[src/rtl/ram_fifo_ctrl.sv]
// ram_fifo_ctrl: FIFO controller driving an external dual-port RAM.
// Port A writes, port B reads with a registered one-cycle latency.
module ram_fifo_ctrl #(
  parameter int ADDR_W   = 8,
  parameter int DATA_W   = 8,
  parameter int AFULL_TH = 240
) (
  input  logic              clk,
  input  logic              rst_n,
  input  logic              push,
  input  logic [DATA_W-1:0] push_data,
  input  logic              pop,
  output logic [DATA_W-1:0] pop_data,
  output logic              pop_valid,
  output logic              full,
  output logic              empty,
  output logic              almost_full,
  output logic [ADDR_W:0]   count,
  output logic              ovf,
  output logic              udf,
  output logic [ADDR_W-1:0] ram_addr_a,
  output logic [DATA_W-1:0] ram_data_in_a,
  output logic              ram_we_a,
  output logic [ADDR_W-1:0] ram_addr_b,
  output logic              ram_we_b,
  input  logic [DATA_W-1:0] ram_data_out_b
);

  localparam logic [ADDR_W:0] DEPTH_C =
    {1'b1, {ADDR_W{1'b0}}};
  localparam logic [ADDR_W:0] AFULL_C =
    (ADDR_W+1)'(AFULL_TH);

  logic [ADDR_W-1:0] wr_ptr_q, wr_ptr_d;
  logic [ADDR_W-1:0] rd_ptr_q, rd_ptr_d;
  logic [ADDR_W:0]   count_q, count_d;
  logic              pop_valid_q, pop_valid_d;
  logic              ovf_q, ovf_d;
  logic              udf_q, udf_d;
  logic              push_acc, pop_acc;

  // Status flags come straight from the registered occupancy.
  always_comb begin
    empty       = (count_q == '0);
    full        = (count_q == DEPTH_C);
    almost_full = (count_q >= AFULL_C);
  end

  // Accept logic, next-state and RAM port drive.
  // The write strobe is held off while reset is asserted.
  always_comb begin
    push_acc    = push & ~full & rst_n;
    pop_acc     = pop & ~empty;
    wr_ptr_d    = wr_ptr_q;
    rd_ptr_d    = rd_ptr_q;
    count_d     = count_q;
    pop_valid_d = pop_acc;
    ovf_d       = ovf_q | (push & full);
    udf_d       = udf_q | (pop & empty);
    if (push_acc) wr_ptr_d = wr_ptr_q + 1'b1;
    if (pop_acc)  rd_ptr_d = rd_ptr_q + 1'b1;
    unique case ({push_acc, pop_acc})
      2'b10:   count_d = count_q + 1'b1;
      2'b01:   count_d = count_q - 1'b1;
      default: count_d = count_q;
    endcase
  end

  // State registers.
  always_ff @(posedge clk or negedge rst_n) begin
    if (!rst_n) begin
      wr_ptr_q    <= '0;
      rd_ptr_q    <= '0;
      count_q     <= '0;
      pop_valid_q <= 1'b0;
      ovf_q       <= 1'b0;
      udf_q       <= 1'b0;
    end else begin
      wr_ptr_q    <= wr_ptr_d;
      rd_ptr_q    <= rd_ptr_d;
      count_q     <= count_d;
      pop_valid_q <= pop_valid_d;
      ovf_q       <= ovf_d;
      udf_q       <= udf_d;
    end
  end

  // Output wiring; RAM read data is passed through unregistered.
  always_comb begin
    ram_addr_a    = wr_ptr_q;
    ram_data_in_a = push_data;
    ram_we_a      = push_acc;
    ram_addr_b    = rd_ptr_q;
    ram_we_b      = 1'b0;
    pop_data      = ram_data_out_b;
    pop_valid     = pop_valid_q;
    count         = count_q;
    ovf           = ovf_q;
    udf           = udf_q;
  end

endmodule
[config.mk]
export PLATFORM = sky130hd
export DESIGN_NAME = ram_fifo_ctrl
export DESIGN_NICKNAME = d
export VERILOG_FILES = /design/src/rtl/ram_fifo_ctrl.sv
export SDC_FILE = /design/constraint.sdc
export NUM_CORES = 1
export LEC_CHECK = 0
export ABC_AREA = 1
export ABC_CLOCK_PERIOD_IN_PS = 5300
export CORE_MARGIN = 5
export CORE_UTILIZATION = 25
export CTS_CLUSTER_DIAMETER = 100
export CTS_CLUSTER_SIZE = 24
export DETAILED_ROUTE_END_ITERATION = 7
export GPL_TIMING_DRIVEN = 0
export PLACE_DENSITY = 0.48
export SLEW_MARGIN = 10
export SYNTH_ARGS = -nofsm -noshare
export SYNTH_HDL_FRONTEND = slang
export SYNTH_SLANG_ARGS = --single-unit
[constraint.sdc]
create_clock -name clk -period 5.3 [get_ports clk]
set_input_delay 0.795 -clock clk [delete_from_list [all_inputs] [get_ports clk]]
set_output_delay 0.795 -clock clk [all_outputs]
set_load 0.02 [all_outputs]
==> impl_metrics.ini <==
[floorplan]
core_mm2 = 0.00733
dieArea_mm2 = 0.00945
die_w_um = 97.2
ios = 69
die_y_um = 97.2
start_util_pct = 25.9
num_rows = 31

[synthesis]
ys_warn_count = 0
ys_top_cells_by_area = dfrtp_1 37%, nand2_1 19%, buf_4 6.7%
synth_most_common_cell = nand2_1
seq_area_frac_synth_pct = 36.8
synth-async-reset-ratio_pct = 100
synth_fp_nets = 287
synth_edf_count = 0
synth_top_area_cell = dfrtp_1
synth_top_area_share_pct = 36.8
ys.flop_type = dfrtp_1
netlist_area_mm2 = 0.00190
syn_inst = 256
yosys_register_bits = 28
syn_area_per_cell_um2 = 7.43
synth_cell_types = 26
synth_common_cells = 94 x nand2_1, 31 x inv_1, 28 x dfrtp_1, 17 x buf_4, 16 x nand3_1

[global_routing]
grt_max_degree = 30
antenna_found_initial = 0
grt_use_met2_pct = 16.1
use_met3_pct = 2.44
grt_overflow = 0
top_usage_layer = met2
grt_pass1_vias = 1617
grt_pass1_wl_mm = 7.67
use_met1_pct = 12.3
grtUsageTotal_pct = 9.75

[timing]
fmax_mhz = 309
finalCritPeriodShare_pct = 61.1
hold-worst-slack_ns = 0.478
setup_viol = 0
finClkSkew_ns = 0.00300
rsz0062_at_grt = no
finalMaxSlewViolations = 0
final.setup.tns_ns = 0
slew-limit-headroom_pct = 53.0
min_period_ns = 3.24
final_hold_viol_count = 0
worst_pin_slew_ns = 0.705

[clocking]
cts_root_buf = clkbuf_8
cts_tree = done
post_cts_buffers = 0
insertion_delay_ns = 0.28
cts_buffers = 3
cts.htree.levels = 1
clkSinkCount = 28
cts_buffer_depth = 2
post_cts_resized = 0
path_clk_slew_ns = 0.10
holdBufCountCts = 0

[cells_and_area]
insertedDiodeCount = 0
layout-drive-gt1-share_pct = 12.5
nets = 343
n_fill_cell = 781
area_delta_synth_final_pct = 36.8
seq_area_um2 = 701
multiInputGateArea_um2 = 926

[setup_path]
critPathLaunch = rst_n
path_class = in2out
cp.arrival_ns = 2.44
worst-endpoint-required_ns = 4.51
start_kind = primary input
r2r_start = count[1]$_DFFE_PN0P_
worst_setup_path_end_kind = output port
critPathMaxFanout = 29

[hold_path]
min-delay-start = ovf$_DFF_PN0_
hp-class = reg2reg

[placed_design]
dp_hpwl_mm = 3.43
io_buffers = 51
gp_congestion = 0.730

[status]
status = finished, final reports clean

[power_and_ir_drop]
p_int_mw = 0.689
comb_power_share_pct = 54.2
switching_power_mw = 0.525
vdd_drop_max_mv = 0.181
p_sw_share_pct = 43.2
p_clk_share_pct = 14.5
power_density_mw_per_mm2 = 467
p_leak_nw = 1.32
seqPwrFrac_pct = 31.3

[route]
dr.pass1.iters = 4
routed_wl_mm = 4.57
antenna_left = 0
drt_iter0_drc = 32
drc = 0
route.vias.total = 1671
vias_per_cell = 4.08
wl_per_cell_um = 11.1

[job]
maxCapViolations = 0
[cells in the final DEF (no fill, tap or decap)]
cell type         n
xnor2_1           6
conb_1            1
clkbuf_8          3
clkdlybuf4s50_1  50
a31o_2            2
nor2_2            2
fa_1              1
nor2_4            1
xor2_1            4
a21oi_1           4
nand4_1           1
buf_2             2
bufinv_16         1
ha_1             10
nor2_1           12
buf_6             2
buf_4            17
nand3b_1          5
nand3_2           1
clkbuf_1          1
o21ai_2           1
o22ai_1           3
nand2_1          94
dfrtp_1          28
nand3_1          16
o21ai_0           5
nand2_2           5
or2_2             2
inv_1            31
[power groups by stage]
stage,Sequential [mW],Clock [mW],Combinational [mW]
floorplan,0.456,0,0.341
global placement,0.388,0,0.660
detailed placement,0.387,0,0.668
CTS,0.384,0.188,0.669
global route,0.397,0.193,0.737
finish,0.381,0.176,0.658
[per-layer routing]
layer | wire length, um | vias to the layer above
met2 | 2050 | 46
met1 | 2160 | 738
met4 | 65 | 0
met5 | 0 | -
li1 | - | 883
met3 | 291 | 4
[metrics by stage]
step	setup WS (ns)	area, um2	power [mW]	instances	util, %
floorplan	2.83	1900	0.797	256	-
global placement	0.999	2540	1.05	406	34.6
detailed placement	1.93	2530	1.05	406	34.5
CTS	1.98	2600	1.24	410	35.5
global route	1.83	2600	1.33	410	35.5
finish	2.06	2600	1.21	410	35.5
[worst max-delay path, cell delays in order]
cell and delay (ns):
buf_2 0.55, nand2_1 0.11, inv_1 0.08, nand2_2 0.07, inv_1 0.18, clkdlybuf4s50_1 0.65
[layout make-up]
cell class                      instances  area share, %
Sequential cell                        28           26.9
Inverter                               31           4.47
Clock buffer                            3           1.59
Timing Repair Buffer                   51           19.4
Buffer                                 21           6.11
Multi-Input combinational cell        176           35.6
Clock inverter                          1           1.15
Tap cell                               99           4.76
[sequential cells by signal, indices dropped and copies added (netlist names)]
| name | count |
|---|---|
| count | 9 |
| ram_addr_a | 8 |
| ram_addr_b | 8 |
| ovf | 1 |
| pop_valid | 1 |
| udf | 1 |
[cells by family (layout without fill, tap and decap cells)]
kind of cell	count (synthesis)	count (layout)	synth area share (%)
xor+xnor	10	10	4.61
simple gates	139	139	31.5
fa+ha+maj	11	11	7.63
flops	28	28	36.8
buf+inv	52	107	14.5
compound gates	15	15	4.74
other cells	1	1	0.197
[worst paths after layout]
path,slack [ns],cells past startpoint,to
max,2.06,6,ram_we_a
min,0.48,1,ovf$_DFF_PN0_
max reg2reg,2.51,13,count[8]$_DFFE_PN0P_
min reg2reg,0.48,1,ovf$_DFF_PN0_
max in group asynchronous,4.31,1,ram_addr_a[2]$_DFFE_PN0P_
min in group asynchronous,0.55,1,count[2]$_DFFE_PN0P_
No activity file was read; power rests on OpenSTA's default activity.
